$ cat config.mk
export PLATFORM = sky130hd
export DESIGN_NAME = line_edit_controller
export DESIGN_NICKNAME = d
export VERILOG_FILES = /design/src/rtl/line_edit_pkg.sv /design/src/rtl/line_edit_controller.sv
export SDC_FILE = /design/constraint.sdc
export NUM_CORES = 1
export LEC_CHECK = 0
export ABC_AREA = 1
export CAP_MARGIN = 25
export CORE_AREA = 4 4 211 213
export DETAILED_ROUTE_END_ITERATION = 10
export DIE_AREA = 0 0 215 217
export GPL_TIMING_DRIVEN = 0
export PLACE_DENSITY = 0.65
export SETUP_SLACK_MARGIN = 0.3
export SLEW_MARGIN = 20
export SYNTH_ARGS = -nofsm -noshare
export SYNTH_HDL_FRONTEND = slang
export SYNTH_SLANG_ARGS = --single-unit
$ cat constraint.sdc
create_clock -name clk_in -period 2.1 [get_ports clk_in]
set_input_delay 0.42 -clock clk_in [delete_from_list [all_inputs] [get_ports clk_in]]
set_output_delay 0.42 -clock clk_in [all_outputs]
set_load 0.02 [all_outputs]
$ cat src/rtl/line_edit_pkg.sv
// Shared types and ASCII constants for the command-line editor.
// to_upper is used only when LINE_EDIT_UPPERCASE_EN is defined.
package line_edit_pkg;

  typedef enum logic [1:0] {
    EDIT,
    HOLD,
    CLEAR
  } state_t;

  localparam logic [7:0] CHAR_SPACE    = 8'h20;
  localparam logic [7:0] ASCII_LOWER_A = 8'h61;
  localparam logic [7:0] ASCII_LOWER_Z = 8'h7A;

  function automatic logic [7:0] to_upper(input logic [7:0] c);
    if (c >= ASCII_LOWER_A && c <= ASCII_LOWER_Z)
      return c - 8'h20;
    return c;
  endfunction

endpackage

$ cat src/rtl/line_edit_controller.sv
// Keystroke-to-command-line editor with echo and valid/ready line hand-off.
// Define LINE_EDIT_UPPERCASE_EN to fold lower-case letters to upper-case.
module line_edit_controller
  import line_edit_pkg::*;
#(
  parameter int MAX_CHARS = 32,
  parameter int CHAR_W    = 8,
  parameter int CNT_W     = 8
) (
  input  logic                        clk_in,
  input  logic                        rst_in,
  input  logic                        key_pressed_in,
  input  logic [CHAR_W-1:0]           character_in,
  input  logic                        enter_pressed_in,
  input  logic                        bksp_pressed_in,
  input  logic                        line_ready_in,
  output logic                        line_valid_out,
  output logic [MAX_CHARS*CHAR_W-1:0] line_out,
  output logic [$clog2(MAX_CHARS+1)-1:0] line_len_out,
  output logic                        echo_valid_out,
  output logic [CHAR_W-1:0]           echo_char_out,
  output logic                        echo_erase_out,
  output logic                        busy_out,
  output logic [CNT_W-1:0]            dropped_count_out
);

  localparam int LEN_W = $clog2(MAX_CHARS + 1);
  localparam int IDX_W = $clog2(MAX_CHARS);
  localparam logic [LEN_W-1:0] MAX_LEN  = LEN_W'(MAX_CHARS);
  localparam logic [IDX_W-1:0] LAST_IDX = IDX_W'(MAX_CHARS - 1);
  localparam logic [CHAR_W-1:0] SPACE   = CHAR_W'(CHAR_SPACE);

  state_t state_q, state_d;

  logic [CHAR_W-1:0] line_buf [MAX_CHARS];
  logic [LEN_W-1:0]  len_q;
  logic [IDX_W-1:0]  clr_idx_q;
  logic [CNT_W-1:0]  dropped_q;
  logic              echo_valid_q;
  logic              echo_erase_q;
  logic [CHAR_W-1:0] echo_char_q;

  logic              in_edit;
  logic              do_key;
  logic              do_bksp;
  logic              drop;
  logic [CHAR_W-1:0] stored_char;

`ifdef LINE_EDIT_UPPERCASE_EN
  assign stored_char = CHAR_W'(to_upper(8'(character_in)));
`else
  assign stored_char = character_in;
`endif

  // Enter outranks backspace outranks key; losers vanish without counting.
  assign in_edit = (state_q == EDIT);
  assign do_key  = in_edit && key_pressed_in && !enter_pressed_in
                   && !bksp_pressed_in && (len_q < MAX_LEN);
  assign do_bksp = in_edit && bksp_pressed_in && !enter_pressed_in
                   && (len_q != '0);
  assign drop    = (in_edit && key_pressed_in && !enter_pressed_in
                    && !bksp_pressed_in && (len_q == MAX_LEN))
                 || (!in_edit && (key_pressed_in || bksp_pressed_in));

  always_ff @(posedge clk_in or negedge rst_in) begin
    if (!rst_in) state_q <= EDIT;
    else         state_q <= state_d;
  end

  always_comb begin
    state_d = state_q;
    unique case (state_q)
      EDIT:  if (enter_pressed_in && len_q != '0) state_d = HOLD;
      HOLD:  if (line_ready_in) state_d = CLEAR;
      CLEAR: if (clr_idx_q == LAST_IDX) state_d = EDIT;
      default: state_d = EDIT;
    endcase
  end

  always_ff @(posedge clk_in or negedge rst_in) begin
    if (!rst_in) begin
      for (int i = 0; i < MAX_CHARS; i++) line_buf[i] <= SPACE;
      len_q        <= '0;
      clr_idx_q    <= '0;
      dropped_q    <= '0;
      echo_valid_q <= 1'b0;
      echo_erase_q <= 1'b0;
      echo_char_q  <= '0;
    end else begin
      echo_valid_q <= do_key || do_bksp;
      echo_erase_q <= do_bksp;
      echo_char_q  <= do_key ? stored_char : (do_bksp ? SPACE : '0);
      if (do_key) begin
        line_buf[IDX_W'(len_q)] <= stored_char;
        len_q <= len_q + 1'b1;
      end
      if (do_bksp) begin
        line_buf[IDX_W'(len_q - 1'b1)] <= SPACE;
        len_q <= len_q - 1'b1;
      end
      // Length drops to zero as the clear pass starts.
      if (state_q == HOLD && line_ready_in) begin
        len_q     <= '0;
        clr_idx_q <= '0;
      end
      if (state_q == CLEAR) begin
        line_buf[clr_idx_q] <= SPACE;
        clr_idx_q <= clr_idx_q + 1'b1;
      end
      if (drop && dropped_q != '1) dropped_q <= dropped_q + 1'b1;
    end
  end

  for (genvar g = 0; g < MAX_CHARS; g++) begin : g_line
    assign line_out[g*CHAR_W +: CHAR_W] = line_buf[g];
  end

  assign line_valid_out    = (state_q == HOLD);
  assign busy_out          = (state_q != EDIT);
  assign line_len_out      = len_q;
  assign echo_valid_out    = echo_valid_q;
  assign echo_erase_out    = echo_erase_q;
  assign echo_char_out     = echo_char_q;
  assign dropped_count_out = dropped_q;

endmodule

# After elaboration in Yosys (flattened, before gate mapping)
# Cells that the tools add are included.
[word_totals]
regBits = 287
latchBits = 0
ramBits = 0
mem_bits_ro = 0
in_bits = 14
output_inout_bits = 282
memories = 0
[classes]
add_sub_neg = 4
multipliers = 0
div_mod_pow = 0
n_lt_le_gt_ge = 7
n_eq_ne = 8
shifts = 0
muxes = 21
bitwise_logic = 9
n_reduce_logical = 27
[ops]
columns = ["cell", "n"]
rows = [
  ["$mux 256", 3],
  ["$and 224x224->224", 2],
  ["$not 224->224", 2],
  ["$bwmux 256", 1],
  ["$demux 8 s5", 3],
  ["$or 32x32->32", 2],
  ["$mux 8", 4],
  ["$mux 6", 4],
  ["$ge 6x6->1 const B", 3],
  ["$lt 6x1->1 const B", 3],
  ["$not 5->6", 3],
  ["$logic_and 1x1->1", 15],
  ["$mux 5", 2],
  ["$add 8x1->8 const B", 1],
  ["$ne 8x8->1 const B", 1],
  ["$add 6x1->6 const B", 1],
  ["$eq 6x6->1 const B", 1],
  ["$lt 6x6->1 const B", 1],
  ["$mux 2", 3],
  ["$pmux 2 s3", 1],
  ["$reduce_bool 6->1", 1],
  ["$sub 6x1->6 const B", 1],
  ["$add 5x1->5 const B", 1],
  ["$eq 5x5->1 const B", 1],
  ["10 further kinds", 16],
]

# Depth between registers and ports, before layout
[depth]
word_depth = 11
mapped_depth = 13
depth_no_buf = 11

# Worst setup path after synthesis
# No wires, ideal clock.
[synth_path]
path_kind = "register -> register"
start = "register len_q[0] (netlist: line_len_out[0])"
end = "register line_buf, in the netlist line_out[0]"
arrival_time_ps = 2178
setup_slack_ps = -200
stages_incl_launch_ff = 11
path_cell_list = "dfrtp_1 > clkinv_1 > ha_1 > buf_4 > inv_2 > nor2_8 > nand3_4 > nand3_4 > buf_4 > o21bai_4 > nor2_1"
[synth_between]
elab_chain_len = 11
[synth_lines]
columns = ["item", "line_no", "text"]
rows = [
  ["start, declared", "line_edit_controller.sv:36", "logic [LEN_W-1:0] len_q;"],
  ["start signal, assigned", "line_edit_controller.sv:95", "len_q <= len_q + 1'b1;"],
  ["start signal, assigned", "line_edit_controller.sv:99", "len_q <= len_q - 1'b1;"],
  ["$sub 6x1->6 / $not 5->6 (equally long branches)", "-", ""],
  ["$not 5->6 (implied by the code), or another cell as far along", "line_edit_controller.sv:98", "line_buf[IDX_W'(len_q - 1'b1)] <= SPACE;"],
  ["$ge 6x6->1 (implied by the code), or another cell as far along", "line_edit_controller.sv:98", ""],
  ["$logic_and 1x1->1 (implied by the code) / $mux 8 (equally long branches)", "line_edit_controller.sv:98, line_edit_controller.sv:94", ""],
  ["$mux 8 (implied by the code) / $demux 8 s5 (equally long branches)", "line_edit_controller.sv:98, line_edit_controller.sv:94", ""],
  ["$demux 8 s5 / $bwmux 256 (equally long branches)", "line_edit_controller.sv:98, line_edit_controller.sv:94", ""],
  ["$not 224->224 (no source line) / $mux 256 (equally long branches)", "-", ""],
  ["$and 224x224->224 (no source line)", "-", ""],
  ["$mux 256 *", "line_edit_controller.sv:97", "if (do_bksp) begin"],
  ["$and 224x224->224 (no source line)", "-", ""],
  ["$mux 256 *", "line_edit_controller.sv:106", "if (state_q == CLEAR) begin"],
  ["end signal, assigned by index", "line_edit_controller.sv:94", "line_buf[IDX_W'(len_q)] <= stored_char;"],
  ["end, declared", "line_edit_controller.sv:35", "logic [CHAR_W-1:0] line_buf [MAX_CHARS];"],
]
# Every way passes the cells marked *; elsewhere a longest branch is shown, timed or not.
# A chain may end at the register's enable or synchronous reset.

# Worst setup path in the final report
[layout_path]
start = "register len_q[0] (netlist: line_len_out[0])"
end = "register line_buf, in the netlist line_out[4]"
# Same word-level chain as after synthesis.

==> results.md <==
- Worst-path maximum fanout: 7
- Max cap viols: 0
- Largest family of logic cells by synthesized area: simple AND/OR/NAND/NOR gates
- CP Capture Type: flip-flop
- CTS tree: done
- Clk Latency, worst-skew pair: 0.55 ns
- RSZ-0062 raised after global routing: yes
- Setup violations, final: 0
- Worst setup SP type: flip-flop
- Fillers: 3,868
- Grt total ovfl: 0
- Power Total: 34.5 mW
- Multiplexer area fraction after synthesis: 0
- Mapped Cells: 2,406
- Peak supply drop: 0.799 mV
- Clock network power share: 0.189
- Max Clock Freq: 493 MHz
- Hold Path Class: in -> async
- Die width: 215 um
- Mapped Nets: 2,433
- Detailed Route WL: 63.6 mm
- First-pass GRT wire length: 96.0 mm
- Layout area overhead: 41.1%
- Reg-to-Reg Start: line_len_out[0]
- Sw Share: 0.434
- Worst-case clock skew: 0.0224 ns
- Worst path arrival time: 2.51 ns
- Tcrit/Tclk final: 0.966
- Core area: 0.0427 sq mm
- Req. time, crit path: 2.58 ns
- Type of the worst setup path: reg -> reg
- Max-slew violations: 0
- Highest Signal Layer: met5
- Nets@finish: 2,846
- PD cells: 1450 mW/mm^2
- R2R depth: 12
- Post-DRT Antenna Nets: 0
- H-tree depth: 2
- 1st-iter DRT viols: 1,331
- M1 wire length: 25.7 mm
- Routed wire per std cell: 18.8 um
- Pin count of the biggest net entering global routing: 91
- Logic pwr share: 0.539
- FF-to-FF setup slack: 0.07 ns
- Vias: 17,400
- Sequential area share after synthesis: 0.429
- Port Buf Inserts: 289
- Final hold vios: 0
- Commonest cells after routing, fill and taps aside: nand2_1 (836), o21ai_0 (304), nor2_1 (281)
- Worst Tran Pin Value: 0.908 ns
- Area of the die: 0.0467 sq mm
- Remaining DRCs: 0
- FF-to-FF End: line_out[4]
- Slew headroom: 0.395
- GRT Total Usage: 0.262
- Post-synthesis compound-gate area fraction: 0.142
- Cell Area, Synth: 0.0168 sq mm
- Core Rows: 76
- Pre-CTS WS: -0.570 ns
- Vias in the first global route: 16,600
- Gpl congestion: 0.911
- CTS Buf Count: 36
- Minimum clock period: 2.03 ns
- Most common cell after layout, fill and taps aside: nand2_1
- Max Buffers Root-to-Sink: 3
- Outcome: finished, final reports clean
- Starting Density: 0.394
- Synthesized area per cell: 7.00 sq um
- WL met3: 5.45 mm
- Internal power: 19.5 mW
- Clock transition at path regs: 0.06 ns
- Share of layout cells above drive strength 1: 0.178
- Setup WS post-layout: 0.0717 ns
- Yosys reg bits: 287
- IO Count: 296
- Clock Sinks: 287
- Static Leak: 12.3 nW
- Synth warnings: 0
- Adder-cell area share of the yosys netlist: 0.00966
- Root buffer cell: clkbuf_16
- Vias per inst: 5.12
- Initial antenna violation count: 2
- DP HPWL: 43.7 mm
- Sequential Power Share: 0.271
- Switching power: 15.0 mW
- Chip height: 217 um
- Synth Area in XOR/XNOR: 0.00416
- Met2 routed WL: 29.5 mm
- Post-Synth Simple-Gate Area: 0.322
- Cell variety after synth: 39
- First-pass iteration count of the detailed router: 5
synthesized netlist by cell type:
cell | count | area (sq um)
a21oi_1 | 3 | 15.0
buf_4 | 9 | 67.6
nand4_1 | 7 | 43.8
inv_4 | 1 | 6.26
buf_2 | 64 | 320
nor3_1 | 9 | 45.0
nor2_2 | 5 | 31.3
nor2_8 | 4 | 80.1
nor2_1 | 355 | 1330
clkbuf_1 | 46 | 173
o21ai_0 | 315 | 1580
o21ai_1 | 25 | 125
inv_1 | 258 | 968
clkinv_1 | 1 | 3.75
xor2_1 | 4 | 35.0
nand4_2 | 1 | 12.5
nand2_4 | 4 | 45.0
xnor2_1 | 4 | 35.0
buf_6 | 2 | 22.5
or2_2 | 1 | 6.26
nand3_2 | 3 | 30.0
ha_1 | 13 | 163
nand2_1 | 861 | 3230
nand2_2 | 8 | 50.1
nand3b_1 | 2 | 15.0
buf_1 | 2 | 7.51
o21bai_1 | 1 | 7.51
a211oi_1 | 1 | 7.51
inv_2 | 4 | 15.0
o21bai_4 | 24 | 450
dfstp_2 | 32 | 841
nor2_4 | 5 | 56.3
nand3_4 | 13 | 228
nand3_1 | 41 | 205
o21bai_2 | 8 | 90.1
a21boi_0 | 12 | 90.1
a21boi_1 | 2 | 15.0
o22ai_1 | 1 | 6.26
dfrtp_1 | 255 | 6380
power groups by stage:
| stage | combinational, mW | clock (mW) | sequential, mW |
|---|---|---|---|
| detailed placement | 16.0 | 0 | 9.44 |
| floorplan | 7.18 | 0 | 11.5 |
| global placement | 15.7 | 0 | 9.40 |
| CTS | 17.6 | 6.66 | 9.35 |
| global route | 20.1 | 6.89 | 9.61 |
| finish | 18.6 | 6.53 | 9.36 |
worst max-delay path by stage:
| stage | start | to | slack [ns] | cells after the start |
|---|---|---|---|---|
| floorplan | line_len_out[0] | line_out[10] | 0.18 | 10 |
| global placement | rst_in | line_len_out[0] | -13.77 | 1 |
| detailed placement | line_len_out[1] | line_out[27] | -0.57 | 8 |
| CTS | line_out[31] | line_out[31] | 0.06 | 1 |
| global route | line_len_out[0] | line_out[54] | 0.003 | 10 |
| finish | line_len_out[0] | line_out[4] | 0.07 | 12 |
layout make-up:
cell class              count  area (sq um)  area share
well taps                 546           683      0.0288
plain buffers             123           862      0.0363
multi-input cells        1733          8760       0.369
clock buffers              54          1110      0.0467
clock inverters             9           124     0.00521
diodes                      1          2.50    0.000105
flip-flops and latches    287          7230       0.304
repair buffers            374          3950       0.166
inverters                 264          1040      0.0437
critical path, stage by stage (launching register included):
cell and delay, ns:
dfrtp_2 0.45, clkinv_4 0.08, ha_4 0.14, buf_12 0.11
inv_8 0.03, nor2_8 0.18, nand3_4 0.19, buf_12 0.19
nand3_4 0.11, buf_12 0.17, o21bai_4 0.07, buf_12 0.15
nor2_4 0.07
logic make-up after synthesis:
| group | after synthesis |
|---|---|
| xor gates and xnor gates | 8 |
| DFF | 287 |
| adders and majority gates | 13 |
| AOI/OAI and AO/OA | 392 |
| buffers and inverters | 387 |
| and+or+nand+nor | 1319 |
flip-flops by register name (all words and copies together), names as in the netlist:
| name | count |
|---|---|
| state_q | 2 |
| line_len_out | 6 |
| echo_valid_out | 1 |
| clr_idx_q | 5 |
| dropped_count_out | 8 |
| echo_char_out | 8 |
| echo_erase_out | 1 |
| line_out | 256 |
through the flow:
stage	area, sq um	setup TNS [ns]	hold WS, ns	std cells	utilization
finish	23800	0	0.383	3391	0.556
global route	23800	0	0.417	3390	0.556
CTS	22900	0	0.378	3369	0.536
detailed placement	20600	-108.77	0.357	3244	0.482
global placement	20500	-3583.38	0.499	3241	0.480
floorplan	16900	0	0.124	2406	-
routing by layer:
layer	GRT usage	vias to the layer above
met5	0	-
met4	0.115	2
met3	0.0607	146
li1	-	8268
met2	0.431	678
met1	0.331	8276
what timing repair did:
action	CTS	global route
cloned	4	1
pin swaps	56	75
buffers inserted	57	20
endpoints found under the hold margin	46	0
hold buffers	1	0
endpoints found under the setup margin	562	533
resized for setup	308	238
No activity file was read; power rests on OpenSTA's default activity.
